[src/rtl/mips_mem_pkg.sv]
// Shared types and default widths for the unified-memory arbiter.
package mips_mem_pkg;

    localparam int unsigned ADDR_W_DEF  = 32;
    localparam int unsigned DATA_W_DEF  = 32;
    localparam int unsigned MEM_LAT_DEF = 2;

    typedef enum logic [1:0] {
        IDLE  = 2'd0,
        ISSUE = 2'd1,
        WAIT  = 2'd2,
        DONE  = 2'd3
    } arb_state_t;

    typedef enum logic {
        GNT_IF = 1'b0,
        GNT_DM = 1'b1
    } grant_t;

endpackage

[src/rtl/mem_arb_pick.sv]
// Two-way round-robin selector between fetch and data requesters.
module mem_arb_pick
    import mips_mem_pkg::*;
(
    input  logic   if_req_v,
    input  logic   dm_req_v,
    input  grant_t last_grant,
    output logic   gnt_valid_c,
    output grant_t gnt_c
);

    // On a tie, the requester not served last wins.
    always_comb begin
        gnt_valid_c = if_req_v | dm_req_v;
        gnt_c       = GNT_IF;
        if (if_req_v && dm_req_v) begin
            gnt_c = (last_grant == GNT_IF) ? GNT_DM : GNT_IF;
        end else if (dm_req_v) begin
            gnt_c = GNT_DM;
        end
    end

endmodule

[src/rtl/mem_arbiter.sv]
// Shares one single-port memory between fetch (IF) and data (DM) requesters,
// sequencing each access over MEM_LAT cycles and returning done pulses.
module mem_arbiter
    import mips_mem_pkg::*;
#(
    parameter int unsigned ADDR_W  = ADDR_W_DEF,
    parameter int unsigned DATA_W  = DATA_W_DEF,
    parameter int unsigned MEM_LAT = MEM_LAT_DEF
) (
    input  logic              clk,
    input  logic              rst,
    input  logic              if_req,
    input  logic [ADDR_W-1:0] if_addr,
    input  logic              if_kill,
    output logic              if_done,
    output logic [DATA_W-1:0] if_rdata,
    output logic              if_stall,
    input  logic              dm_req,
    input  logic              dm_we,
    input  logic [ADDR_W-1:0] dm_addr,
    input  logic [DATA_W-1:0] dm_wdata,
    output logic              dm_done,
    output logic [DATA_W-1:0] dm_rdata,
    output logic              dm_stall,
    output logic              mem_en,
    output logic              mem_we,
    output logic [ADDR_W-1:0] mem_addr,
    output logic [DATA_W-1:0] mem_wdata,
    input  logic [DATA_W-1:0] mem_rdata,
    output logic              arb_busy
);

    localparam int unsigned CNT_W = $clog2(MEM_LAT + 1);

    arb_state_t        state_q, state_d;
    grant_t            last_grant_q, last_grant_d;
    logic [CNT_W-1:0]  cnt_q, cnt_d;
    logic              kill_q, kill_d;
    logic [ADDR_W-1:0] mem_addr_q, mem_addr_d;
    logic              mem_we_q, mem_we_d;
    logic [DATA_W-1:0] mem_wdata_q, mem_wdata_d;

    logic   gnt_valid_c;
    grant_t gnt_c;
    logic   in_done_c;

    mem_arb_pick u_pick (
        .if_req_v    (if_req & ~if_kill),
        .dm_req_v    (dm_req),
        .last_grant  (last_grant_q),
        .gnt_valid_c (gnt_valid_c),
        .gnt_c       (gnt_c)
    );

    always_ff @(posedge clk) begin
        if (rst) begin
            state_q      <= IDLE;
            last_grant_q <= GNT_IF;
            cnt_q        <= '0;
            kill_q       <= 1'b0;
            mem_addr_q   <= '0;
            mem_we_q     <= 1'b0;
            mem_wdata_q  <= '0;
        end else begin
            state_q      <= state_d;
            last_grant_q <= last_grant_d;
            cnt_q        <= cnt_d;
            kill_q       <= kill_d;
            mem_addr_q   <= mem_addr_d;
            mem_we_q     <= mem_we_d;
            mem_wdata_q  <= mem_wdata_d;
        end
    end

    // Next-state: grant in IDLE, strobe in ISSUE, count down in WAIT.
    always_comb begin
        state_d      = state_q;
        last_grant_d = last_grant_q;
        cnt_d        = cnt_q;
        kill_d       = kill_q;
        mem_addr_d   = mem_addr_q;
        mem_we_d     = mem_we_q;
        mem_wdata_d  = mem_wdata_q;

        case (state_q)
            IDLE: begin
                kill_d = 1'b0;
                if (gnt_valid_c) begin
                    state_d      = ISSUE;
                    last_grant_d = gnt_c;
                    if (gnt_c == GNT_DM) begin
                        mem_addr_d  = dm_addr;
                        mem_we_d    = dm_we;
                        mem_wdata_d = dm_wdata;
                    end else begin
                        mem_addr_d  = if_addr;
                        mem_we_d    = 1'b0;
                        mem_wdata_d = '0;
                    end
                end
            end
            ISSUE: begin
                cnt_d   = CNT_W'(MEM_LAT - 1);
                state_d = (MEM_LAT == 1) ? DONE : WAIT;
            end
            WAIT: begin
                cnt_d = cnt_q - CNT_W'(1);
                if (cnt_q == CNT_W'(1)) begin
                    state_d = DONE;
                end
            end
            DONE: begin
                state_d = IDLE;
            end
            default: begin
                state_d = IDLE;
            end
        endcase

        // A flushed fetch still completes in memory but its result is dropped.
        if (if_kill && (state_q != IDLE) && (last_grant_q == GNT_IF)) begin
            kill_d = 1'b1;
        end
    end

    assign in_done_c = (state_q == DONE);

    assign mem_en    = (state_q == ISSUE);
    assign mem_we    = mem_we_q;
    assign mem_addr  = mem_addr_q;
    assign mem_wdata = mem_wdata_q;
    assign arb_busy  = (state_q != IDLE);

    assign if_done  = in_done_c & (last_grant_q == GNT_IF) & ~kill_q & ~if_kill;
    assign dm_done  = in_done_c & (last_grant_q == GNT_DM);
    assign if_rdata = if_done ? mem_rdata : '0;
    assign dm_rdata = (dm_done & ~mem_we_q) ? mem_rdata : '0;
    assign if_stall = if_req & ~if_done;
    assign dm_stall = dm_req & ~dm_done;

endmodule

[config.mk]
export PLATFORM = sky130hd
export DESIGN_NAME = mem_arbiter
export DESIGN_NICKNAME = d
export VERILOG_FILES = /design/src/rtl/mips_mem_pkg.sv /design/src/rtl/mem_arb_pick.sv /design/src/rtl/mem_arbiter.sv
export SDC_FILE = /design/constraint.sdc
export NUM_CORES = 1
export LEC_CHECK = 0
export CORE_AREA = 2 2 104 106
export CTS_CLUSTER_SIZE = 8
export DETAILED_ROUTE_END_ITERATION = 12
export DIE_AREA = 0 0 106 108
export PLACE_DENSITY = 0.84
export SYNTH_ARGS = -nofsm -noshare
export SYNTH_HDL_FRONTEND = slang
export SYNTH_SLANG_ARGS = --single-unit
[constraint.sdc]
create_clock -name clk -period 4.07 [get_ports clk]
set_input_delay 1.221 -clock clk [delete_from_list [all_inputs] [get_ports clk]]
set_output_delay 1.221 -clock clk [all_outputs]
set_load 0.02 [all_outputs]
==> impl_metrics.py <==
metrics = {
    "worst_hold_path": {
        "hp-class": "register to register",
    },
    "floorplan": {
        "initial_core_util_pct": 30.8,
        "fp-row-count": 37,
        "die_w_um": 106,
        "core_area_mm2": 0.0102,
        "dieArea_mm2": 0.0114,
        "die_y_um": 108,
        "io_pins": 269,
    },
    "power": {
        "p_clk_share_pct": 23.3,
        "peakVddDrop_mv": 0.236,
        "power.density_mw_per_mm2": 477,
        "power_frac_comb_pct": 42.7,
        "seqPwrFrac_pct": 34.0,
        "p_sw_mw": 1.02,
        "p_int_mw": 1.91,
        "leakage_nw": 2.56,
        "swShare_pct": 34.9,
    },
    "timing": {
        "skew_ps": 6.67,
        "rsz0062_at_grt": "false",
        "hold_violations": 0,
        "fin_crit_ps": 3930,
        "fin_crit_sh_pct": 96.5,
        "setup_viol_count_final": 0,
        "drv_slew": 0,
        "worst_pin_slew_ps": 1290,
        "final.setup.worst_slack_ps": 144,
        "relSlewSlack_pct": 13.9,
        "timing.fmax_ghz": 0.255,
        "fin_hold_ws_ps": 478,
    },
    "yosys": {
        "yosys_warnings": 0,
        "yosysSeqAreaShare_pct": 45.0,
        "netlist-cell-type-count": 26,
        "synth_edf_count": 0,
        "syn-num-nets": 504,
        "syn_avg_cell_area_um2": 8.65,
        "ys_seq_elements": 71,
        "async_flop_share_pct": 0,
        "syn_inst": 365,
        "synth_top_flop_cell": "dfxtp_1",
        "syn-cell-area_mm2": 0.00316,
    },
    "place": {
        "hpwl_um": 8840,
        "gp_congestion": 0.809,
        "io_buffers": 268,
        "pre_cts_ws_ps": -110,
    },
    "worst_setup_path": {
        "slowest_delay_ps": 490,
        "end_kind": "output port",
        "cp_slowest_cell": "clkdlybuf4s50_1",
        "critPathRequiredTime_ps": 2850,
        "cp.arrival_ps": 2710,
        "critical_path.cell_chain": "clkdlybuf4s50_1 > nor4b_4 > buf_12 > and2_1 > dlygate4sd2_1",
        "critPathTopFamily": "buffers and inverters",
        "crit_type": "input port to output port",
        "cp-start-kind": "input port",
        "crit_fanout": 34,
        "worst-path-buf-inv": 3,
    },
    "route": {
        "drcViolationCount": 0,
        "num_vias": 3648,
        "antenna_left": 0,
        "wirelength_um": 11600,
        "drt_pass1_iterations": 4,
        "drt_iter0_drc": 185,
        "wl_per_cell_um": 15.2,
        "avgViaCountPerCell": 4.79,
    },
    "global_route": {
        "antenna_found_initial": 0,
        "overflow": 0,
        "grt_pass1_wl_um": 18000,
        "grt_util_all_layers_pct": 19.5,
        "grt_pass1_vias": 3672,
        "grt_max_degree": 66,
    },
    "final_layout": {
        "fin_util_pct": 60.1,
        "fin_nets": 759,
        "antennaDiodeCount": 0,
        "drive_above_1_share_pct": 4.32,
        "fill_cells": 885,
        "area_delta_synth_final_pct": 94.8,
        "final_cell_mix": "clkdlybuf4s50_1 (234), dfxtp_1 (71), and2_1 (66)",
        "final_common_cell": "clkdlybuf4s50_1",
    },
    "flow_run": {
        "drv_cap": 0,
    },
    "clock_network": {
        "htree_num_levels": 3,
        "numCtsBuffers": 9,
        "cts_hold_buf": 0,
        "clock-root-buffer": "clkbuf_8",
        "insertion_delay_ps": 330,
        "clk_pin_slew_worst_paths_ps": 80,
        "cts_tree": "done",
        "clock_path_buffers": 2,
        "clkSinkCount": 71,
    },
    "status": {
        "status": "complete, no violations",
    },
}
-- cell type report --
| class | count | area [um^2] | area share [%] |
|---|---|---|---|
| clock buffers | 9 | 124 | 2.01 |
| clock inverters | 7 | 120 | 1.95 |
| inverters | 7 | 26.3 | 0.427 |
| multi-input cells | 257 | 1580 | 25.7 |
| flip-flops and latches | 71 | 1420 | 23.1 |
| well taps | 136 | 170 | 2.77 |
| repair buffers | 274 | 2710 | 44.0 |
-- final timing paths --
path	from	end	slack [ps]	cells past startpoint
worst min-delay path	mem_wdata[11]	mem_wdata[11]	480	1
worst max-delay path	if_kill	if_rdata[7]	140	5
worst min register to register	mem_wdata[11]	mem_wdata[11]	480	1
worst max register to register	state_q[0]	mem_wdata[23]	1870	5
-- routing by layer --
metal	vias up	GRT usage (%)	routed length, um
met2	185	35.3	5960
met4	0	7.14	236
li1	1761	-	-
met3	20	5.67	980
met1	1682	21.8	4400
met5	-	0	0
-- synthesized netlist by cell type, types with 2 or more instances --
cell      number  area share, %
and2_1        66             13
buf_2         11            1.7
a21oi_1        2           0.32
nand3_1        2           0.32
dfxtp_1       71             45
a22o_1        33            9.2
nand2_1       65            7.7
buf_4          5            1.2
nor2b_1        2           0.40
clkbuf_1      14            1.7
nor2_1        38            4.5
inv_1          7           0.83
a311oi_1      32            8.9
ha_1           5            2.0
-- cells by family (layout without fill, tap and decap cells) --
| family | Yosys count | after routing | synth area share (%) |
|---|---|---|---|
| mux | 1 | 1 | 0.317 |
| buf+inv | 37 | 297 | 5.43 |
| fa+ha+maj | 5 | 5 | 1.98 |
| flops | 71 | 71 | 45.0 |
| compound gates | 72 | 72 | 19.6 |
| simple gates | 179 | 179 | 27.6 |
-- power by group through the flow --
stage	registers (mW)	logic (mW)	clock network, mW
6_report	0.999	1.25	0.683
4_1_cts	1.00	1.26	0.704
3_3_place_gp	1.00	1.24	0
3_5_place_dp	1.01	1.26	0
5_1_grt	1.03	1.34	0.732
2_1_floorplan	1.22	0.432	0
-- worst register-to-register path, stage by stage, from the launching register on --
cell and delay, ps:
dfxtp_1 400, inv_1 90, ha_1 260, o21a_2 150, nor2_2 960, a22o_1 280
-- stage by stage --
step | TNS (ps) | cell area (um^2) | power [mW] | std cells
finish | 0 | 6150 | 2.93 | 761
global route | 0 | 6150 | 3.10 | 761
CTS | 0 | 6140 | 2.97 | 761
detailed placement | -3040 | 5940 | 2.27 | 745
global placement | -1820 | 5940 | 2.24 | 745
floorplan | 0 | 3160 | 1.65 | 365
-- state kept, by name, summed over array words and instances, names as in the netlist --
name,count
mem_we,1
mem_wdata,32
kill_q,1
mem_addr,32
last_grant_q,1
state_q,2
cnt_q,2
-- repair_timing --
action,CTS,global route
setup buffers,0,0
cloned,0,0
setup endpoints to repair,32,2
resized for setup,32,2
Power figures use the tool's default switching activity.
